File: src/rtl/fcnt_pkg.sv
// Shared types and constants for the RF frequency counter controller.
// The state enum is also what the top drives onto its debug port.
package fcnt_pkg;

    typedef enum logic [2:0] {
        IDLE = 3'd0,
        ARM  = 3'd1,
        MEAS = 3'd2,
        DIV  = 3'd3,
        DONE = 3'd4
    } fcnt_state_t;

    localparam int F_W       = 14;
    localparam int F_MAX     = 16383;
    localparam int CNT_W_DEF = 32;

endpackage

File: src/rtl/fcnt_div.sv
// Unsigned restoring divider, one quotient bit per cycle.
// The first bit is resolved on the go cycle, so done pulses exactly W cycles after go.
module fcnt_div #(
    parameter int W = 32
) (
    input  logic         clk,
    input  logic         rst,
    input  logic         go,
    input  logic [W-1:0] num,
    input  logic [W-1:0] den,
    output logic [W-1:0] q,
    output logic         done
);

    localparam int CW = $clog2(W) + 1;

    logic [W-1:0]  rem;
    logic [W-1:0]  quo;
    logic [W-1:0]  den_r;
    logic [CW-1:0] cnt;
    logic          running;

    logic [W-1:0]  rem_in;
    logic [W-1:0]  quo_in;
    logic [W-1:0]  den_in;
    logic [W:0]    trial;
    logic [W-1:0]  rem_nxt;
    logic [W-1:0]  quo_nxt;

    // One restoring step; on go it works straight from the new operands.
    always_comb begin
        rem_in  = go ? '0  : rem;
        quo_in  = go ? num : quo;
        den_in  = go ? den : den_r;
        trial   = {rem_in, quo_in[W-1]};
        rem_nxt = trial[W-1:0];
        quo_nxt = {quo_in[W-2:0], 1'b0};
        if (trial >= {1'b0, den_in}) begin
            rem_nxt = trial[W-1:0] - den_in;
            quo_nxt = {quo_in[W-2:0], 1'b1};
        end
    end

    always_ff @(posedge clk) begin
        if (rst) begin
            rem     <= '0;
            quo     <= '0;
            den_r   <= '0;
            cnt     <= '0;
            running <= 1'b0;
            done    <= 1'b0;
        end else begin
            done <= 1'b0;
            if (go) begin
                rem     <= rem_nxt;
                quo     <= quo_nxt;
                den_r   <= den;
                cnt     <= CW'(W - 1);
                running <= 1'b1;
            end else if (running) begin
                rem <= rem_nxt;
                quo <= quo_nxt;
                cnt <= cnt - 1'b1;
                if (cnt == CW'(1)) begin
                    running <= 1'b0;
                    done    <= 1'b1;
                end
            end
        end
    end

    assign q = quo;

endmodule

File: src/rtl/fcounter_ctrl.sv
// Frequency counter measurement controller: synchronizes sig, times M rising
// edges in clk cycles and divides M*F_CLK by that count to get hundreds of Hz.
module fcounter_ctrl
    import fcnt_pkg::*;
#(
    parameter int M           = 8000,
    parameter int F_CLK       = 40000,
    parameter int TIMEOUT_CYC = 8000000,
    parameter int CNT_W       = CNT_W_DEF
) (
    input  logic           clk,
    input  logic           rst,
    input  logic           sig,
    input  logic           start,
    input  logic           cont,
    output logic [F_W-1:0] f,
    output logic           f_valid,
    output logic           busy,
    output logic           timeout,
    output logic           sat,
    output logic [2:0]     state_dbg
);

    localparam logic [CNT_W-1:0] NUM     = CNT_W'(M * F_CLK);
    localparam logic [CNT_W-1:0] K_LAST  = CNT_W'(M - 1);
    localparam logic [CNT_W-1:0] TO_LAST = CNT_W'(TIMEOUT_CYC - 1);
    localparam logic [CNT_W-1:0] Q_MAX   = CNT_W'(F_MAX);

    fcnt_state_t      state;
    logic             sync1, sync2, sync3;
    logic             sig_edge;
    logic [CNT_W-1:0] n;
    logic [CNT_W-1:0] k;
    logic [CNT_W-1:0] tcnt;
    logic             div_go;
    logic [CNT_W-1:0] div_q;
    logic             div_done;

    // Two-flop synchronizer plus a registered rising-edge detector (3 cycles total).
    always_ff @(posedge clk) begin
        if (rst) begin
            sync1    <= 1'b0;
            sync2    <= 1'b0;
            sync3    <= 1'b0;
            sig_edge <= 1'b0;
        end else begin
            sync1    <= sig;
            sync2    <= sync1;
            sync3    <= sync2;
            sig_edge <= sync2 & ~sync3;
        end
    end

    fcnt_div #(.W(CNT_W)) u_div (
        .clk  (clk),
        .rst  (rst),
        .go   (div_go),
        .num  (NUM),
        .den  (n),
        .q    (div_q),
        .done (div_done)
    );

    always_ff @(posedge clk) begin
        if (rst) begin
            state   <= IDLE;
            n       <= '0;
            k       <= '0;
            tcnt    <= '0;
            div_go  <= 1'b0;
            f       <= '0;
            f_valid <= 1'b0;
            timeout <= 1'b0;
            sat     <= 1'b0;
        end else begin
            f_valid <= 1'b0;
            div_go  <= 1'b0;
            case (state)
                IDLE: begin
                    if (start || cont) begin
                        state <= ARM;
                        n     <= '0;
                        k     <= '0;
                        tcnt  <= '0;
                    end
                end
                ARM, MEAS: begin
                    tcnt <= tcnt + 1'b1;
                    // Timeout has priority over a coincident edge.
                    if (tcnt == TO_LAST) begin
                        state   <= DONE;
                        f       <= '0;
                        timeout <= 1'b1;
                        sat     <= 1'b0;
                        f_valid <= 1'b1;
                    end else if (state == ARM) begin
                        if (sig_edge) begin
                            state <= MEAS;
                            n     <= '0;
                            k     <= '0;
                        end
                    end else begin
                        n <= n + 1'b1;
                        if (sig_edge) begin
                            if (k == K_LAST) begin
                                state  <= DIV;
                                div_go <= 1'b1;
                            end else begin
                                k <= k + 1'b1;
                            end
                        end
                    end
                end
                DIV: begin
                    if (div_done) begin
                        state   <= DONE;
                        f_valid <= 1'b1;
                        timeout <= 1'b0;
                        if (div_q > Q_MAX) begin
                            f   <= F_W'(F_MAX);
                            sat <= 1'b1;
                        end else begin
                            f   <= div_q[F_W-1:0];
                            sat <= 1'b0;
                        end
                    end
                end
                DONE: begin
                    if (cont) begin
                        state <= ARM;
                        n     <= '0;
                        k     <= '0;
                        tcnt  <= '0;
                    end else begin
                        state <= IDLE;
                    end
                end
                default: state <= IDLE;
            endcase
        end
    end

    assign busy      = (state != IDLE);
    assign state_dbg = state;

endmodule

File: config.mk
export PLATFORM = sky130hd
export DESIGN_NAME = fcounter_ctrl
export DESIGN_NICKNAME = d
export VERILOG_FILES = /design/src/rtl/fcnt_pkg.sv /design/src/rtl/fcnt_div.sv /design/src/rtl/fcounter_ctrl.sv
export SDC_FILE = /design/constraint.sdc
export NUM_CORES = 1
export LEC_CHECK = 0
export BUFFER_PORTS_ARGS = -buffer_cell sky130_fd_sc_hd__buf_2
export CAP_MARGIN = 20
export CORE_MARGIN = 4
export CORE_UTILIZATION = 40
export CTS_BUF_LIST = sky130_fd_sc_hd__clkbuf_2 sky130_fd_sc_hd__clkbuf_4 sky130_fd_sc_hd__clkbuf_8
export DETAILED_ROUTE_END_ITERATION = 8
export HOLD_SLACK_MARGIN = 0.03
export RECOVER_POWER = 50
export SYNTH_ARGS = -nofsm -noshare
export SYNTH_HDL_FRONTEND = slang
export SYNTH_HIERARCHICAL = 1
export SYNTH_SLANG_ARGS = --single-unit
File: constraint.sdc
create_clock -name clk -period 3.95 [get_ports clk]
set_input_delay 0.5925 -clock clk [delete_from_list [all_inputs] [get_ports clk]]
set_output_delay 0.5925 -clock clk [all_outputs]
set_load 0.1 [all_outputs]
Word-level counts from Yosys, hierarchy flattened --
Index checks and enable logic that the tools add are counted.
Storage, ports and cells: register bits after elaboration 225, memories 0, bits of input ports 5, memory bits (writable) 0, output and inout port bits 21, latch bits 0, ROM bits 0, word-level logic and storage cells 115
Operators by class: magnitude comparators 2, eq/ne operators 17, bitwise logic cells 5, shifts and indexed selects 0, mux-type cells 51, add/subtract/negate cells 5, multipliers 0, divide/modulo/power cells 0, reductions and logical operators 15
Operator list (number):
- 32-bit two-way mux | 17
- 32-bit case mux with 3 select lines | 3
- 32-bit by 1-bit adder with 32-bit output (second input constant) | 3
- 14-bit two-way mux | 3
- 33-bit by 32-bit greater-or-equal comparator with 1-bit output | 1
- 32-bit by 13-bit == test with 1-bit output (second input constant) | 1
- 32-bit by 23-bit == test with 1-bit output (second input constant) | 1
- 32-bit by 14-bit > comparator with 1-bit output (second input constant) | 1
- 32-bit subtractor | 1
- 14-bit case mux with 2 select lines | 1
- 3-bit two-way mux | 7
- 1-bit two-way mux | 14
- 3-bit case mux with 4 select lines | 1
- 5-bit two-way mux | 2
- 2-bit inequality test (second input constant) | 5
- 3-bit inequality test (second input constant) | 3
- 3-bit by 2-bit == test with 1-bit output (second input constant) | 2
- 6-bit by 1-bit == test with 1-bit output (second input constant) | 1
- 1-bit case mux with 2 select lines | 3
- 3-bit AND reduction | 2
- 6-bit AND reduction | 1
- 3-bit nonzero test | 2
- 6-bit by 1-bit subtractor with 6-bit output (second input constant) | 1
- 5-bit AND reduction | 1
- other kinds (13) | 18

Longest topological paths before layout --
depth after elaboration 6, mapped depth 18, gate-level depth less buffers 13

Cells and area by module --
The synthesis kept the hierarchy.
By module, submodules not included:
- fcnt_div | area an instance 6321.1 um^2, instances 1, seq. area each 2082.0 um^2, cells an instance 776
- fcounter_ctrl | area an instance 5943.2 um^2, instances 1, seq. area each 2422.3 um^2, cells an instance 729

Worst setup path after synthesis --
OpenSTA, ideal clock, no wires.
path kind reg-to-reg, start point register div_go, end point register u_div.rem[23], period minus slack after synthesis 3.858 ns, setup time 0.137 ns, arrival time 3.721 ns, cell stages (with the launch flop) 17, buffers on the path 6, data required time 3.813 ns, setup slack 0.092 ns, cell sequence dfxtp_1 -> clkbuf_1 -> buf_2 -> buf_1 -> clkbuf_1 -> nor2_1 -> ha_1 -> buf_4 -> nand4_1 -> or4_4 -> o41ai_2 -> a21oi_1 -> a31oi_4 -> buf_6 -> nor2_1 -> a221oi_2 -> a211oi_1
Between the ends: longest elaborated chain between the ends 5, elaborated cells between the ends (all ways) 9, those cells by class add/sub (1); order compare (1); mux (6); reduce/logical (1)
RTL lines:
- from (decl) | RTL line fcounter_ctrl.sv:35 | logic div_go;
- from (signal assigned) | RTL line fcounter_ctrl.sv:70 | div_go <= 1'b0;
- from (signal assigned) | RTL line fcounter_ctrl.sv:77 | div_go <= 1'b0;
- from (signal assigned) | RTL line fcounter_ctrl.sv:107 | div_go <= 1'b1;
- 32-bit two-way mux (on tied branches)
- 32-bit subtractor or 33-bit by 32-bit greater-or-equal comparator with 1-bit output (tied branches) | RTL line fcnt_div.sv:39, fcnt_div.sv:38
- 32-bit two-way mux | RTL line fcnt_div.sv:38 | if (trial >= {1'b0, den_in}) begin
- 32-bit two-way mux | RTL line fcnt_div.sv:60 | end else if (running) begin
- 32-bit two-way mux | RTL line fcnt_div.sv:54 | if (go) begin
- to (signal assigned) | RTL line fcnt_div.sv:55 | rem <= rem_nxt;
- to (signal assigned) | RTL line fcnt_div.sv:61 | rem <= rem_nxt;
- to (decl) | RTL line fcnt_div.sv:17 | logic [W-1:0] rem;
Parallel ways exist; a longest one is shown, timed or not. The select of a mux whose other input is x is not followed. A chain may end at the register's enable or synchronous reset.

Worst setup path after layout --
start point register div_go, end point register u_div.rem[29]
Same word-level chain as after synthesis.

==> out/results.tsv <==
stage	metric	value	unit
setup_path	crit_chain	buf_4 > mux2i_1 > ha_1 > nand4_1 > or4_4 > o41ai_2 > a21oi_1 > a31oi_4 > buf_4 > nor3b_1 > a221oi_1 > nor2_1	
cts	path_clk_slew	0.06	ns
synth	synth_cell_types	80	
sta	max-slew-margin-rel	0.292	
setup_path	crit_path_frequent_cell	buf_4	
cts	cts.sinks	225	
routing	num_vias	10800	
floorplanning	dieWidth	183	µm
layout	seq_area	4510	µm²
sta	post-route-period-util	0.939	
sta	worst_pin_slew	1.06	ns
setup_path	crit_buf_inv	2	
routing	viasPerCell	5.53	
global_route	grt_pass1_wl	51.2	mm
sta	fin_crit	3.71	ns
floorplanning	ios	26	
routing	wirelength	30.5	mm
routing	wl_per_cell	15.7	µm
place	dpl.hpwl	20.9	mm
global_route	antenna_found_initial	0	
global_route	grt_start_max_net_pins	67	
cts	cts-root-buf	clkbuf_8	
floorplanning	core	30000	µm²
place	io_buffers	25	
layout	nFillCells	2955	
synth	yosysSeqAreaShare	0.367	
worst_hold_path	worstHoldStart	sig	
power_and_ir_drop	swShare	0.232	
power_and_ir_drop	clkPwrFrac	0.490	
setup_path	slowest_stage	or4_4	
global_route	grt_usage	0.179	
setup_path	path_max_fanout	26	
sta	fin_ws	0.239	ns
power_and_ir_drop	p_int	0.00368	W
setup_path	r2r_setup_slack	0.24	ns
sta	fin_skew	0.0289	ns
cts	cts_tree	built	
setup_path	endpoint_kind	flip-flop	
routing	ant_nets	0	
synth	ys_seq_elements	225	
setup_path	arrival	4.10	ns
synth	ys.flop_type	dfxtp_1	
routing	drc	0	
synth	synthCells	1505	
place	gp_congestion	0.873	
setup_path	worstSetupStartpoint	div_go	
sta	slew_viol_final	0	
routing	firstDrtPassIters	8	
synth	ys_warn_count	6	
sta	finalHoldViolations	0	
synth	synth_edf_count	0	
layout	nNetsFinal	1572	
setup_path	crit_family	compound AO/OA/AOI/OAI gates	
floorplanning	row_count	63	
setup_path	r2r_start	div_go	
setup_path	worstSetupPathType	flip-flop to flip-flop	
layout	layout.cells.non_filler	1946	
power_and_ir_drop	power.switching	0.00111	W
layout	final_core_util	0.458	
floorplanning	die_area	33500	µm²
synth	async_flop_share	0	
floorplanning	die_height	183	µm
place	dpl_cell_area	12800	µm²
power_and_ir_drop	peakVddDrop	213	µV
worst_hold_path	worstHoldPathType	input pin to flip-flop	
power_and_ir_drop	powerDensity	350	nW/µm²
place	pre_cts_slack	0.125	ns
layout	fin_area	13700	µm²
synth	syn_area	12300	µm²
status	status	completed	
routing	dr.first_iter.drc_count	665	
setup_path	cp.required	4.34	ns
power_and_ir_drop	leakage	5.18	nW
cts	clk_path_buf_depth	3	
cts	clock_latency	0.54	ns
sta	max_freq	270	MHz
cts	cts-htree-levels	2	
power_and_ir_drop	pwr-share-comb	0.034	
global_route	grt_pass1_vias	10200	
sta	setup_violations	0	
setup_path	crit_path_start_kind	flip-flop	
global_route	grt_overflow	0	
layout	multi_input_comb_area	7370	µm²
layout	diodes	0	
synth	syn-mean-instance-area	8.15	µm²
power_and_ir_drop	total_power	0.00479	W
layout	drive_gt1_frac	0.0964	
place	place_inst	1877	
floorplanning	start_util	0.409	
cts	cts_buffers	39	
job	maxCapViolCount	0	
layout	syn2layout_area_growth	11.8	%
power_and_ir_drop	p_seq_frac	0.476	
setup_path	critPathMaxStageDelay	0.58	ns
[layout make-up]
class	count	share of cell area
clock buffers	59	0.0560
clock inverters	9	0.00748
inverters	25	0.00684
multi-input cells	1187	0.538
flip-flops and latches	225	0.329
well taps	390	0.0356
repair buffers	51	0.0274
[cell families after synthesis]
| family | after synthesis | share of synthesized area |
|---|---|---|
| adder cells (fa/ha/maj) | 38 | 0.0394 |
| XOR/XNOR | 78 | 0.0557 |
| other | 2 | 0.000612 |
| AND/OR/NAND/NOR | 622 | 0.245 |
| flip-flops | 225 | 0.367 |
| buffers and inverters | 123 | 0.0436 |
| AO/OA/AOI/OAI | 334 | 0.180 |
| multiplexers | 83 | 0.0679 |
[layer usage]
metal | up-vias | GRT usage | part of all wire
met5 | - | 0 | 0
met4 | 0 | 0.0510 | 0.019
met3 | 44 | 0.0288 | 0.045
met2 | 219 | 0.281 | 0.45
met1 | 5065 | 0.255 | 0.49
li1 | 5428 | - | -
[stage by stage]
stage | TNS (ns) | hold WS (ns)
after detailed placement | 0 | 0.381
after global placement | 0 | 0.377
after global routing | -0.00324 | 0.304
after floorplan | 0 | 0.367
final | 0 | 0.308
after CTS | 0 | 0.271
[worst register-to-register path, cell delays in order (launching register included)]
cell      delay (ns)
dfxtp_4         0.52
buf_4           0.36
mux2i_1         0.30
ha_1            0.26
nand4_1         0.17
or4_4           0.58
o41ai_2         0.29
a21oi_1         0.11
a31oi_4         0.26
buf_4           0.29
nor3b_1         0.09
a221oi_1        0.26
nor2_1          0.08
[final timing paths]
path | to | depth (start not counted)
hold / removal | sync1 | 2
setup reg to reg | u_div/rem[29] | 12
setup / recovery | u_div/rem[29] | 12
hold reg to reg | sig_edge | 1
[cell usage after synthesis (all sizes together) (31+ instances only)]
master  number  area (µm²)
a21oi      116         581
ha          37         463
nor2       245         920
o21ai       48         240
nand2      112         423
dfxtp      225        4500
xor2        44         385
nor2b       37         231
nand3       55         275
xnor2       34         298
mux2i       81         811
nor3        31         155
clkbuf      75         282
[registers in the layout, indices dropped and copies added (netlist names), 3 cells and up]
signal / count
f: 14
k: 32
n: 32
state_dbg: 3
tcnt: 32
u_div/cnt: 6
u_div/den_r: 32
u_div/q: 32
u_div/rem: 32
[power by group through the flow]
| stage | clock, W | sequential [W] | combinational [W] |
|---|---|---|---|
| after floorplan | 0 | 0.00234 | 0.000117 |
| after global placement | 0 | 0.00233 | 0.000156 |
| after global routing | 0.00253 | 0.00228 | 0.000179 |
| after CTS | 0.00243 | 0.00228 | 0.000162 |
| after detailed placement | 0 | 0.00233 | 0.000161 |
| final | 0.00235 | 0.00228 | 0.000162 |
[repair_timing]
item,4_1_cts,5_1_grt
setup endpoints to repair,0,10
hold buffers,0,0
setup buffers,0,1
resized for setup,0,1
[cells in the final DEF, fill, tap and decap left out, types with 6 or more instances in the layout]
master and n:
a211oi_1 23, a21o_1 12, a21oi_1 115, a31oi_1 23, a41oi_1 7, and2_1 6
and3_1 16, and4_1 13, buf_2 24, buf_4 23, clkbuf_4 7, clkbuf_8 52
conb_1 32, dfxtp_1 223, ha_1 37, inv_1 23, mux2i_1 81, nand2_1 111
nand3_1 55, nand3b_1 7, nand4_1 29, nor2_1 244, nor2b_1 37, nor3_1 31
nor4_1 27, nor4b_1 6, o211ai_1 6, o21a_1 17, o21ai_0 35, o21ai_1 13
o221ai_1 6, o2bb2ai_1 10, o31ai_1 8, or3_1 10, or4_1 10, xnor2_1 34
xor2_1 44
Note: power is estimated with default switching activity, not from simulation.
